### config.mk
export PLATFORM = sky130hd
export DESIGN_NAME = obs_sprite_engine_flat
export DESIGN_NICKNAME = d
export VERILOG_FILES = /design/src/rtl/obs_sprite_if.sv /design/src/rtl/obs_sprite_engine.sv /design/src/flat_wrapper.sv
export SDC_FILE = /design/constraint.sdc
export NUM_CORES = 1
export LEC_CHECK = 0
export ABC_AREA = 1
export CAP_MARGIN = 20
export CORE_MARGIN = 1.5
export CORE_UTILIZATION = 31
export DETAILED_ROUTE_END_ITERATION = 10
export GPL_ROUTABILITY_DRIVEN = 0
export GPL_TIMING_DRIVEN = 0
export PLACE_DENSITY_LB_ADDON = 0.08
export SKIP_CTS_REPAIR_TIMING = 1
export SYNTH_ARGS = -nofsm -noshare
export SYNTH_HDL_FRONTEND = slang
export SYNTH_SLANG_ARGS = --single-unit
### constraint.sdc
create_clock -name clock -period 2.8 [get_ports clock]
set_input_delay 0.84 -clock clock [delete_from_list [all_inputs] [get_ports clock]]
set_output_delay 0.84 -clock clock [all_outputs]
set_load 0.03 [all_outputs]
### src/rtl/obs_sprite_if.sv
// Obstacle sprite engine bus: frame control and respawn in, pixel stream and position out.
// The master drives the frame control; the slave is the sprite engine.
interface obs_sprite_if;
  logic       frame_tick;
  logic       enable;
  logic [1:0] mode;
  logic       respawn;
  logic [7:0] spawn_x;
  logic       plot;
  logic [7:0] x;
  logic [6:0] y;
  logic [2:0] colour;
  logic       busy;
  logic       done;
  logic [7:0] pos_x;
  logic [6:0] pos_y;

  modport master (
    output frame_tick, enable, mode, respawn, spawn_x,
    input  plot, x, y, colour, busy, done, pos_x, pos_y
  );

  modport slave (
    input  frame_tick, enable, mode, respawn, spawn_x,
    output plot, x, y, colour, busy, done, pos_x, pos_y
  );
endinterface

### src/rtl/obs_sprite_engine.sv
// Obstacle sprite engine: per frame tick, erase the old rectangle, step or respawn, then redraw,
// streaming one registered pixel per cycle toward the VGA adapter.
module obs_sprite_engine #(
  parameter int         OBJ_W     = 2,
  parameter int         OBJ_H     = 16,
  parameter int         X_MIN     = 0,
  parameter int         X_MAX     = 158,
  parameter int         Y_MIN     = 0,
  parameter int         Y_MAX     = 104,
  parameter int         STEP      = 1,
  parameter logic [2:0] FG_COLOUR = 3'b001,
  parameter logic [2:0] BG_COLOUR = 3'b000
) (
  input logic        clock,
  input logic        resetn,
  obs_sprite_if.slave bus
);
  localparam logic [3:0]        CX_LAST = 4'(OBJ_W - 1);
  localparam logic [3:0]        CY_LAST = 4'(OBJ_H - 1);
  localparam logic signed [9:0] XLO     = 10'(X_MIN);
  localparam logic signed [9:0] XHI     = 10'(X_MAX);
  localparam logic signed [9:0] YLO     = 10'(Y_MIN);
  localparam logic signed [9:0] YHI     = 10'(Y_MAX);
  localparam logic signed [9:0] STEP_S  = 10'(STEP);

  typedef enum logic [2:0] {IDLE, ERASE, MOVE, DRAW, DONE} state_t;

  state_t            state, state_nxt;
  logic [3:0]        cx, cy, cx_nxt, cy_nxt;
  logic [7:0]        pos_x, pos_x_nxt, x_q, x_nxt;
  logic [6:0]        pos_y, pos_y_nxt, y_q, y_nxt;
  logic              dir_x, dir_x_nxt, dir_y, dir_y_nxt;
  logic              drawn, drawn_nxt, pend, pend_nxt;
  logic              plot_q, plot_nxt, done_q, done_nxt, busy_q;
  logic [2:0]        colour_q, colour_nxt;
  logic              last_px, tick_ok, start, x_act, y_act;
  logic signed [9:0] px_s, py_s;

  // Bounce step on one axis; dir 1 means increasing coordinate (right/down).
  function automatic void step_axis(input logic signed [9:0] p, input logic d,
                                    input logic signed [9:0] lo, input logic signed [9:0] hi,
                                    output logic signed [9:0] p_o, output logic d_o);
    logic signed [9:0] n;
    if (d) begin
      n = p + STEP_S;
      if (n >= hi) begin p_o = hi; d_o = 1'b0; end
      else         begin p_o = n;  d_o = 1'b1; end
    end else begin
      n = p - STEP_S;
      if (n < lo)  begin p_o = lo; d_o = 1'b1; end
      else         begin p_o = n;  d_o = 1'b0; end
    end
  endfunction

  function automatic logic [7:0] clamp_x(input logic [7:0] v);
    logic signed [9:0] s;
    s = signed'({2'b00, v});
    if (s < XLO)      return 8'(XLO);
    else if (s > XHI) return 8'(XHI);
    else              return v;
  endfunction

  assign last_px = (cx == CX_LAST) && (cy == CY_LAST);
  assign tick_ok = bus.frame_tick & bus.enable;
  assign y_act   = ~bus.mode[0];
  assign x_act   = bus.mode[0] ^ bus.mode[1];

  always_ff @(posedge clock or negedge resetn) begin
    if (!resetn) state <= IDLE;
    else         state <= state_nxt;
  end

  always_comb begin
    state_nxt = state;
    case (state)
      IDLE:    if (tick_ok) state_nxt = drawn ? ERASE : DRAW;
      ERASE:   if (last_px) state_nxt = MOVE;
      MOVE:    state_nxt = DRAW;
      DRAW:    if (last_px) state_nxt = DONE;
      DONE:    state_nxt = IDLE;
      default: state_nxt = IDLE;
    endcase
  end

  always_comb begin
    cx_nxt     = cx;
    cy_nxt     = cy;
    pos_x_nxt  = pos_x;
    pos_y_nxt  = pos_y;
    dir_x_nxt  = dir_x;
    dir_y_nxt  = dir_y;
    drawn_nxt  = drawn;
    pend_nxt   = pend | bus.respawn;
    plot_nxt   = 1'b0;
    done_nxt   = 1'b0;
    x_nxt      = x_q;
    y_nxt      = y_q;
    colour_nxt = colour_q;
    start      = 1'b0;
    px_s       = '0;
    py_s       = '0;
    case (state)
      IDLE: begin
        // Nothing on screen yet, so a respawn can relocate without an erase pass.
        if (bus.respawn && !drawn) begin
          pos_x_nxt = clamp_x(bus.spawn_x);
          pos_y_nxt = 7'(YLO);
          dir_x_nxt = 1'b1;
          dir_y_nxt = 1'b1;
          pend_nxt  = 1'b0;
        end
        if (tick_ok) begin
          start      = 1'b1;
          colour_nxt = drawn ? BG_COLOUR : FG_COLOUR;
        end
      end
      ERASE, DRAW: begin
        if (!last_px) begin
          plot_nxt = 1'b1;
          if (cx == CX_LAST) begin
            cx_nxt = '0;
            cy_nxt = cy + 4'd1;
          end else begin
            cx_nxt = cx + 4'd1;
          end
        end
      end
      MOVE: begin
        if (pend) begin
          pos_x_nxt = clamp_x(bus.spawn_x);
          pos_y_nxt = 7'(YLO);
          dir_x_nxt = 1'b1;
          dir_y_nxt = 1'b1;
          pend_nxt  = bus.respawn;
        end else begin
          if (y_act) begin
            step_axis(signed'({3'b000, pos_y}), dir_y, YLO, YHI, py_s, dir_y_nxt);
            pos_y_nxt = 7'(py_s);
          end
          if (x_act) begin
            step_axis(signed'({2'b00, pos_x}), dir_x, XLO, XHI, px_s, dir_x_nxt);
            pos_x_nxt = 8'(px_s);
          end
        end
        start      = 1'b1;
        colour_nxt = FG_COLOUR;
      end
      DONE:    drawn_nxt = 1'b1;
      default: ;
    endcase
    if (state == DRAW && last_px) done_nxt = 1'b1;
    if (start) begin
      cx_nxt   = '0;
      cy_nxt   = '0;
      plot_nxt = 1'b1;
    end
    if (plot_nxt) begin
      x_nxt = pos_x_nxt + {4'b0000, cx_nxt};
      y_nxt = pos_y_nxt + {3'b000, cy_nxt};
    end
  end

  // Registered outputs and datapath state.
  always_ff @(posedge clock or negedge resetn) begin
    if (!resetn) begin
      cx       <= '0;
      cy       <= '0;
      pos_x    <= 8'(XLO);
      pos_y    <= 7'(YLO);
      dir_x    <= 1'b1;
      dir_y    <= 1'b1;
      drawn    <= 1'b0;
      pend     <= 1'b0;
      plot_q   <= 1'b0;
      done_q   <= 1'b0;
      busy_q   <= 1'b0;
      x_q      <= '0;
      y_q      <= '0;
      colour_q <= BG_COLOUR;
    end else begin
      cx       <= cx_nxt;
      cy       <= cy_nxt;
      pos_x    <= pos_x_nxt;
      pos_y    <= pos_y_nxt;
      dir_x    <= dir_x_nxt;
      dir_y    <= dir_y_nxt;
      drawn    <= drawn_nxt;
      pend     <= pend_nxt;
      plot_q   <= plot_nxt;
      done_q   <= done_nxt;
      busy_q   <= (state_nxt != IDLE);
      x_q      <= x_nxt;
      y_q      <= y_nxt;
      colour_q <= colour_nxt;
    end
  end

  assign bus.plot   = plot_q;
  assign bus.x      = x_q;
  assign bus.y      = y_q;
  assign bus.colour = colour_q;
  assign bus.busy   = busy_q;
  assign bus.done   = done_q;
  assign bus.pos_x  = pos_x;
  assign bus.pos_y  = pos_y;
endmodule

### src/flat_wrapper.sv
// flat-port wrapper written by rule: the top's interface ports become plain ports
module obs_sprite_engine_flat 
#(
  parameter int         OBJ_W     = 2,
  parameter int         OBJ_H     = 16,
  parameter int         X_MIN     = 0,
  parameter int         X_MAX     = 158,
  parameter int         Y_MIN     = 0,
  parameter int         Y_MAX     = 104,
  parameter int         STEP      = 1,
  parameter logic [2:0] FG_COLOUR = 3'b001,
  parameter logic [2:0] BG_COLOUR = 3'b000
)
  (clock, resetn, bus_frame_tick, bus_enable, bus_mode, bus_respawn, bus_spawn_x, bus_plot, bus_x, bus_y, bus_colour, bus_busy, bus_done, bus_pos_x, bus_pos_y);
  obs_sprite_if bus_i ();
  input logic clock;
  input logic resetn;
  input wire logic [$bits(bus_i.frame_tick)-1:0] bus_frame_tick;
  input wire logic [$bits(bus_i.enable)-1:0] bus_enable;
  input wire logic [$bits(bus_i.mode)-1:0] bus_mode;
  input wire logic [$bits(bus_i.respawn)-1:0] bus_respawn;
  input wire logic [$bits(bus_i.spawn_x)-1:0] bus_spawn_x;
  output wire logic [$bits(bus_i.plot)-1:0] bus_plot;
  output wire logic [$bits(bus_i.x)-1:0] bus_x;
  output wire logic [$bits(bus_i.y)-1:0] bus_y;
  output wire logic [$bits(bus_i.colour)-1:0] bus_colour;
  output wire logic [$bits(bus_i.busy)-1:0] bus_busy;
  output wire logic [$bits(bus_i.done)-1:0] bus_done;
  output wire logic [$bits(bus_i.pos_x)-1:0] bus_pos_x;
  output wire logic [$bits(bus_i.pos_y)-1:0] bus_pos_y;
  assign bus_i.frame_tick = bus_frame_tick;
  assign bus_i.enable = bus_enable;
  assign bus_i.mode = bus_mode;
  assign bus_i.respawn = bus_respawn;
  assign bus_i.spawn_x = bus_spawn_x;
  assign bus_plot = bus_i.plot;
  assign bus_x = bus_i.x;
  assign bus_y = bus_i.y;
  assign bus_colour = bus_i.colour;
  assign bus_busy = bus_i.busy;
  assign bus_done = bus_i.done;
  assign bus_pos_x = bus_i.pos_x;
  assign bus_pos_y = bus_i.pos_y;
  obs_sprite_engine #(.OBJ_W(OBJ_W), .OBJ_H(OBJ_H), .X_MIN(X_MIN), .X_MAX(X_MAX), .Y_MIN(Y_MIN), .Y_MAX(Y_MAX), .STEP(STEP), .FG_COLOUR(FG_COLOUR), .BG_COLOUR(BG_COLOUR)) u_core (.clock(clock), .resetn(resetn), .bus(bus_i));
endmodule
==> impl_metrics.toml <==
[clock_network]
clock_sinks = 49
clk_path_buf_depth = 2
htreeDepth = 2
clkSlewWorstSetupHoldPaths_ps = 70
cts_tree = "done"
clock_latency_ps = 290
numCtsBuffers = 5
ctsRootBufferMaster = "clkbuf_16"

[grt]
overflow = 0
grt_max_degree = 30
grt_antenna_before_repair = 0
track_usage_pct = 16.3
grt_pass1_wl_mm = 16.5
grt_pass1_vias = 3236

[floorplanning]
rows = 39
dieArea_um2 = 12200
start_util_pct = 31.5
core-area_um2 = 11400
io_pins = 51
die_h_um = 111
die_w_um = 111

[synth]
yosys_warnings = 0
synthArstFlopShare_pct = 100
synth-seq-cells = 49
seq_area_frac_synth_pct = 34.3
synth_edf_count = 0
synth_cell_type_count = 46
yosys_most_used_dff = "dfrtp_1"
syn_avg_cell_area_um2 = 7.32
syn_area_um2 = 3590
netlist_instances = 490

[detailed_routing]
antenna_left = 0
vias = 3589
avgViaCountPerCell = 4.96
firstDrtPassIters = 4
remaining_drc_errors = 0
drt_iter0_markers = 236
wl_per_cell_um = 14.6
finalWirelength_mm = 10.6

[power]
p_per_area_nw_per_um2 = 642
combPwrFrac_pct = 48.9
netSwitchingFraction_pct = 39.5
total_power_mw = 3.39
max-vdd-ir-drop_mv = 0.372
intPower_mw = 2.05
power_switching_mw = 1.34
seqPwrFrac_pct = 28.2
leakagePower_nw = 2.45
clockPowerShare_pct = 22.9

[timing]
setup_ws_ps = -482
worstMarginPinSlew_ps = 556
hold_viol = 0
skew_ps = 4.18
max-slew-margin-rel_pct = 62.8
fmax_mhz = 305
period_needed_ps = 3280
period_share_pct = 117
final-setup-viol-count = 8
drv_slew = 0
rsz0062_at_grt = "true"

[final_layout]
post-route-util_pct = 46.5
area_growth_pct = 47.3
drive_gt1_share_pct = 28.9
antennaDiodeCount = 0
final_nets = 613

[placed_design]
port_buffers = 48
hpwl_mm = 7.83

[critical_path]
worstPathArrival_ps = 3510
critPathRequiredTime_ps = 3030
critical_path_class = "primary input to register"
crit_path_end_kind = "register"
cp-start-kind = "primary input"
critPathMaxFanout = 10

[job]
drv_cap = 0

[status]
run_status = "complete, but fails checks"
violations = "negative setup slack"

[min_path]
hold_class = "register to register"
-- metal layers --
metal  global-route usage, %  up-vias  share of wire [%]
met1                    23.2     1701                 47
met3                    2.14       11                3.1
met2                    26.2       73                 48
li1                        -     1804                  -
met4                    4.10        0                1.3
met5                       0        -                  0
-- area by class of cell --
| cell class | count | area, µm² |
|---|---|---|
| Fill cell | 1142 | 6090 |
| Clock buffer | 5 | 125 |
| Timing Repair Buffer | 82 | 771 |
| Multi-Input combinational cell | 362 | 2550 |
| Sequential cell | 49 | 1240 |
| Clock inverter | 3 | 65.1 |
| Buffer | 11 | 96.3 |
| Tap cell | 143 | 179 |
| Inverter | 69 | 262 |
-- registers in the layout, indices dropped and copies added, names as in the netlist, 3 cells and up --
register and cells:
u_core.bus.pos_x 8, u_core.state 3, u_core.bus.y 7, u_core.bus.x 8, u_core.cy 4, u_core.bus.pos_y 7, u_core.cx 4
-- critical path, cell delays in order --
cell            delay, ps
dlymetal6s2s_1        380
xnor2_4               200
inv_1                 120
clkbuf_4              200
o211ai_1              100
o211ai_1              120
o211ai_1              100
nand4_1               220
ha_2                  280
fa_2                  380
nand3_2                70
and2_4                150
nand3b_1              120
or2_1                 110
nand3_1                70
nand2_1                60
-- final timing paths --
path | start | to | slack (ps) | cells past startpoint
max | bus_mode[0] | u_core.bus.x[6]$_DFFE_PN0P_ | -480 | 16
min | u_core.bus.y[5]$_DFFE_PN0P_ | u_core.bus.y[5]$_DFFE_PN0P_ | 490 | 2
max reg2reg | u_core.bus.pos_x[0]$_DFF_PN0_ | u_core.bus.x[6]$_DFFE_PN0P_ | -450 | 21
min reg2reg | u_core.bus.y[5]$_DFFE_PN0P_ | u_core.bus.y[5]$_DFFE_PN0P_ | 490 | 2
max in group asynchronous | resetn | u_core.dir_x$_DFFE_PN1P_ | 1670 | 2
min in group asynchronous | resetn | u_core.bus.x[1]$_DFFE_PN0P_ | 520 | 1
-- kinds of logic after synthesis --
group                      after synthesis  share of synthesized area, %
AOI/OAI and AO/OA                       90                          15.5
xor gates and xnor gates                18                          4.40
adders and majority gates               18                          6.70
buffers and inverters                   80                          9.60
DFF                                     49                          34.3
other                                    1                         0.105
and+or+nand+nor                        234                          29.5
-- layout by cell type, fill, tap and decap left out, types with 7 or more instances in the layout --
cell / count
xor2_1: 8
nor2_4: 11
nand4_1: 16
a21oi_1: 17
ha_4: 7
nand2_1: 101
inv_1: 55
nor2_2: 8
inv_2: 12
o211ai_1: 10
dlymetal6s2s_1: 8
clkdlybuf4s50_1: 39
o21ai_0: 20
nand3_1: 28
dfrtp_1: 41
nor2_1: 35
buf_4: 33
nand3_2: 9
nand2_2: 11
-- stage by stage --
step	setup slack (ps)	hold WS [ps]	instance area (µm²)	TNS, ps	instances
2_1_floorplan	-186	448	3710	-660	491
3_3_place_gp	-1320	468	4370	-48080	682
3_5_place_dp	-1320	465	4390	-14320	683
4_1_cts	-1020	487	4580	-9590	691
5_1_grt	-655	518	5280	-4280	724
6_report	-482	489	5280	-2640	724
-- power groups by stage --
stage | logic [mW] | registers, mW | clock network (mW)
5_1_grt | 1.80 | 0.974 | 0.839
2_1_floorplan | 0.713 | 1.12 | 0
3_3_place_gp | 1.32 | 0.963 | 0
3_5_place_dp | 1.32 | 0.963 | 0
6_report | 1.66 | 0.957 | 0.776
4_1_cts | 1.33 | 0.952 | 0.803
-- synthesized netlist by cell type (2+ instances only) --
master     instances  share of area [%]
nand3_1           33                4.6
a211oi_1           2               0.42
inv_2              2               0.21
buf_2              2               0.28
dfrtp_1           47                 33
inv_1             66                6.9
xnor2_1            5                1.2
nand2_2            4               0.70
nor2_1            47                4.9
o211ai_1          10                2.1
buf_4              3               0.63
nand3_2            7                2.0
a21oi_1           24                3.3
a31oi_1            4               0.70
o31ai_1            3               0.63
o2111ai_1          2               0.49
nor3_1             3               0.42
or2_2              2               0.35
o21ai_0           29                4.0
o22ai_1            2               0.35
nor2_2             6                1.0
dfstp_2            2                1.5
nand3b_1           2               0.42
nand2_1          111                 12
nand4_1           16                2.8
clkbuf_1           2               0.21
buf_6              4                1.3
o21bai_1           4               0.84
fa_1               2                1.1
xor2_1            13                3.2
ha_1              16                5.6
Power figures use the tool's default switching activity.
